### config.mk
export PLATFORM = sky130hd
export DESIGN_NAME = operand_entry_flat
export DESIGN_NICKNAME = d
export VERILOG_FILES = /design/src/rtl/operand_entry_if.sv /design/src/rtl/operand_entry.sv /design/src/flat_wrapper.sv
export SDC_FILE = /design/constraint.sdc
export NUM_CORES = 1
export LEC_CHECK = 0
export CORE_UTILIZATION = 25
export CTS_BUF_LIST = sky130_fd_sc_hd__clkbuf_8
export DETAILED_ROUTE_END_ITERATION = 12
export GPL_TIMING_DRIVEN = 0
export PLACE_DENSITY = 0.5
export REMOVE_ABC_BUFFERS = 1
export SLEW_MARGIN = 20
export SYNTH_ARGS = -nofsm -noshare
export SYNTH_HDL_FRONTEND = slang
export SYNTH_SLANG_ARGS = --single-unit
export TNS_END_PERCENT = 1
### constraint.sdc
create_clock -name clk -period 2.6 [get_ports clk]
set_input_delay 0.39 -clock clk [delete_from_list [all_inputs] [get_ports clk]]
set_output_delay 0.39 -clock clk [all_outputs]
set_load 0.01 [all_outputs]
### src/rtl/operand_entry_if.sv
// Button/switch inputs and operand/status outputs of the operand loader.
// The slave modport is the loader itself; the master side drives the raw inputs.
interface operand_entry_if #(
   parameter int WIDTH = 8
);
   logic             but_1;
   logic [WIDTH-1:0] sw;
   logic [WIDTH-1:0] A_wire;
   logic [WIDTH-1:0] B_wire;
   logic             go;
   logic [1:0]       state;

   modport master (
      output but_1, sw,
      input  A_wire, B_wire, go, state
   );

   modport slave (
      input  but_1, sw,
      output A_wire, B_wire, go, state
   );
endinterface

### src/rtl/operand_entry.sv
// Debounced push-button operand loader: first press captures the switches into A,
// second into B with a one-cycle go strobe, third press returns to A entry.
//
//   state  | meaning
//   -------+-----------------------------------------------------------
//   LOAD_A | waiting for the press that captures the switches into A
//   LOAD_B | waiting for the press that captures into B and fires go
//   SHOW   | both operands held; the next press goes back to LOAD_A
module operand_entry #(
   parameter int WIDTH           = 8,
   parameter int DEBOUNCE_CYCLES = 500000
) (
   input  logic            clk,
   input  logic            reset,
   operand_entry_if.slave  bus
);
   localparam int CW = $clog2(DEBOUNCE_CYCLES);
   localparam logic [CW-1:0] CNT_MAX = CW'(DEBOUNCE_CYCLES - 1);

   typedef enum logic [1:0] {
      LOAD_A = 2'b00,
      LOAD_B = 2'b01,
      SHOW   = 2'b10
   } state_t;

   logic             b_s1, b_s2;
   logic [WIDTH-1:0] sw_s1, sw_s2;
   logic             stable, stable_d;
   logic [CW-1:0]    cnt;
   logic             press;

   state_t           state_q;
   logic [WIDTH-1:0] a_q, b_q;
   logic             go_q;

   // stable_d lets press fire one cycle after the debounced level falls
   always_ff @(posedge clk) begin
      if (reset) begin
         b_s1     <= 1'b1;
         b_s2     <= 1'b1;
         sw_s1    <= '0;
         sw_s2    <= '0;
         stable   <= 1'b1;
         stable_d <= 1'b1;
         cnt      <= '0;
         press    <= 1'b0;
      end else begin
         b_s1     <= bus.but_1;
         b_s2     <= b_s1;
         sw_s1    <= bus.sw;
         sw_s2    <= sw_s1;
         stable_d <= stable;
         press    <= stable_d & ~stable;
         if (b_s2 == stable) begin
            cnt <= '0;
         end else if (cnt == CNT_MAX) begin
            stable <= b_s2;
            cnt    <= '0;
         end else begin
            cnt <= cnt + 1'b1;
         end
      end
   end

   always_ff @(posedge clk) begin
      if (reset) begin
         state_q <= LOAD_A;
         a_q     <= '0;
         b_q     <= '0;
         go_q    <= 1'b0;
      end else begin
         go_q <= 1'b0;
         if (press) begin
            case (state_q)
               LOAD_A: begin
                  a_q     <= sw_s2;
                  state_q <= LOAD_B;
               end
               LOAD_B: begin
                  b_q     <= sw_s2;
                  go_q    <= 1'b1;
                  state_q <= SHOW;
               end
               default: state_q <= LOAD_A;
            endcase
         end
      end
   end

   assign bus.A_wire = a_q;
   assign bus.B_wire = b_q;
   assign bus.go     = go_q;
   assign bus.state  = state_q;
endmodule

### src/flat_wrapper.sv
// flat-port wrapper written by rule: the top's interface ports become plain ports
module operand_entry_flat 
#(
   parameter int WIDTH           = 8,
   parameter int DEBOUNCE_CYCLES = 500000
)
  (clk, reset, bus_but_1, bus_sw, bus_A_wire, bus_B_wire, bus_go, bus_state);
  operand_entry_if #(.WIDTH(WIDTH)) bus_i ();
  input  logic clk;
  input  logic reset;
  input wire logic [$bits(bus_i.but_1)-1:0] bus_but_1;
  input wire logic [$bits(bus_i.sw)-1:0] bus_sw;
  output wire logic [$bits(bus_i.A_wire)-1:0] bus_A_wire;
  output wire logic [$bits(bus_i.B_wire)-1:0] bus_B_wire;
  output wire logic [$bits(bus_i.go)-1:0] bus_go;
  output wire logic [$bits(bus_i.state)-1:0] bus_state;
  assign bus_i.but_1 = bus_but_1;
  assign bus_i.sw = bus_sw;
  assign bus_A_wire = bus_i.A_wire;
  assign bus_B_wire = bus_i.B_wire;
  assign bus_go = bus_i.go;
  assign bus_state = bus_i.state;
  operand_entry #(.WIDTH(WIDTH), .DEBOUNCE_CYCLES(DEBOUNCE_CYCLES)) u_core (.clk(clk), .reset(reset), .bus(bus_i));
endmodule
==> flow_metrics.tcl <==
set metrics [dict create \
    cap_violations 0 \
    fmax_mhz 484 \
    ys.flop_type "dfxtp_1" \
    startpoint_type "register" \
    crit_type "reg -> reg" \
    first_iter_violations 27 \
    ant_nets 0 \
    syn2layout_area_growth_pct 29.7 \
    fp.dieH_microns 93.9 \
    async_flop_share_pct 0 \
    layout_common_cells "dfxtp_1 (59), nor2_1 (38), clkdlybuf4s50_1 (28)" \
    drv_slew 0 \
    design_area_sq_um 2740 \
    synthSimpleGateAreaFrac_pct 23.5 \
    gp_congestion 0.720 \
    antenna_found_initial 0 \
    ys_types 30 \
    gr-total-overflow 0 \
    cts_setup_buffers 0 \
    synth_edf_count 0 \
    cts.repair.resized 0 \
    io_pins 30 \
    finClkSkew_ns 0.00633 \
    yosysWarnings 0 \
    cts_tree "built" \
    end_kind "register" \
    crit_fanout 17 \
    rsz0062_at_grt "no" \
    place_area_sq_um 2510 \
    ys_seq_elements 59 \
    syn_inst 210 \
    synthXorXnorAreaFrac_pct 5.80 \
    required_ns 2.80 \
    maxSlewHeadroom_pct 54.7 \
    h-tree-depth 3 \
    fp.dieArea_sq_um 8820 \
    syn_area_sq_um 2110 \
    core-area_sq_um 8220 \
    clock_path_buffers 2 \
    hold_viol 0 \
    n_fill_cell 870 \
    top_layer "met4" \
    dp_hpwl_microns 2450 \
    grt_pass1_wl_microns 6460 \
    seq_area_frac_synth_pct 55.9 \
    outcome "finished, final reports clean" \
    tightest_slew_ns 0.677 \
    routedWlPerCell_microns 10.5 \
    syn_area_per_cell_sq_um 10.1 \
    cts-root-buf "clkbuf_8" \
    synth_fa_ha_area_share_pct 0.592 \
    hold_slack_ns 0.410 \
    die_width_microns 93.9 \
    power_density_nw_per_um2 691 \
    grt_max_degree 41 \
    io_buffers 29 \
    finalPower_mw 1.89 \
    cts_made_buffers 9 \
    track_usage_pct 9.73 \
    finalCritPeriodShare_pct 79.5 \
    fin_nets 256 \
    final_layout_size_suffix_gt1_share_pct 10.8 \
    vias_per_cell 4.06 \
    hold_buffers 0 \
    first_pass_iters 4 \
    first_global_vias 1365 \
    wl_met3_microns 155 \
    clkLatencyLatePin_ns 0.33 \
    final_common_cell "dfxtp_1" \
    rows 33 \
    dr_wl_met2_microns 1700 \
    wl_met1_microns 1830 \
    hold_class "reg -> reg" \
    wl_microns 3730 \
    clkTransAtPathRegs_ns 0.06 \
    drc 0 \
    synth_compound_area_share_pct 3.49 \
    diodes 0 \
    setup_viol 0 \
    synthMuxAreaShare_pct 8.05 \
    cts_num_sinks 59 \
    power.leakage_nw 0.950 \
    worstPathArrival_ns 2.27 \
    vdd_drop_max_mv 0.206 \
    final.min_clock_period_ns 2.07 \
    synth_top_family_by_area "simple AND/OR/NAND/NOR gates" \
    via_count 1437 \
    start_util_pct 25.7 \
]
## kinds of logic (layout without fill, tap and decap cells)
logic type | Yosys count | in the layout
DFF | 59 | 59
muxes | 17 | 17
and+or+nand+nor | 95 | 95
xor gates and xnor gates | 14 | 14
AOI/OAI and AO/OA | 11 | 11
adders and majority gates | 1 | 1
buffers and inverters | 13 | 52
## worst paths after layout
check	slack (ns)	to	depth (start not counted)	start
worst max-delay path	0.53	u_core.cnt[11]	4	u_core.cnt[11]
worst min-delay path	0.41	u_core.b_s2	1	u_core.b_s1
worst max register to register	0.53	u_core.cnt[11]	4	u_core.cnt[11]
worst min register to register	0.41	u_core.b_s2	1	u_core.b_s1
## cells in the mapped netlist (3+ instances only)
cell	instances	area [sq um]
nand3_1	7	35.0
nor3_1	3	15.0
nor2b_1	16	100
inv_1	6	22.5
nor2_1	38	143
xnor2_1	11	96.3
nand2_1	6	22.5
nor4_1	5	31.3
or2_2	5	31.3
clkbuf_1	5	18.8
dfxtp_1	59	1180
mux2i_1	17	170
xor2_1	3	26.3
a21oi_1	6	30.0
or3_1	3	18.8
## flip-flops by register name (all words and copies together) (netlist names)
name	count
u_core.cnt	19
u_core.bus.A_wire	8
u_core.bus.B_wire	8
u_core.sw_s1	8
u_core.sw_s2	8
u_core.bus.state	2
u_core.b_s1	1
u_core.b_s2	1
u_core.bus.go	1
u_core.press	1
u_core.stable	1
u_core.stable_d	1
## routing by layer
| layer | track usage, % | vias up |
|---|---|---|
| met2 | 15.0 | 20 |
| li1 | - | 763 |
| met1 | 11.7 | 649 |
| met4 | 3.85 | 0 |
| met3 | 4.45 | 5 |
| met5 | 0 | - |
## report_power, final
| group | switching [mW] | internal (mW) | leakage [nW] | total (mW) |
|---|---|---|---|---|
| Sequential | 0.00406 | 0.917 | 0.479 | 0.921 |
| Combinational | 0.0151 | 0.0210 | 0.354 | 0.0360 |
| Clock | 0.350 | 0.587 | 0.117 | 0.937 |
| Total | 0.369 | 1.52 | 0.950 | 1.89 |
## per-stage QoR
stage	cells	util, %	TNS (ns)	worst slack [ns]
6_report	354	33.3	0	0.533
5_1_grt	354	33.3	0	0.386
4_1_cts	354	33.3	0	0.497
3_5_place_dp	338	30.6	0	0.496
3_3_place_gp	337	30.4	-0.145	-0.0161
2_1_floorplan	203	-	0	0.720
## final cells by class
cell class / instances / area, sq um / area share [%]
inverters: 6 / 22.5 / 0.822
repair buffers: 30 / 297 / 10.8
clock inverters: 5 / 76.3 / 2.79
clock buffers: 11 / 151 / 5.53
well taps: 105 / 131 / 4.79
flip-flops and latches: 59 / 1180 / 43.1
multi-input cells: 138 / 881 / 32.1
## critical path, stage by stage (launching register included)
cell and delay (ns):
dfxtp_1 0.36, or4b_1 0.53, or4_4 0.58, o21bai_4 0.37, nor2_1 0.10
Power figures use the tool's default switching activity.
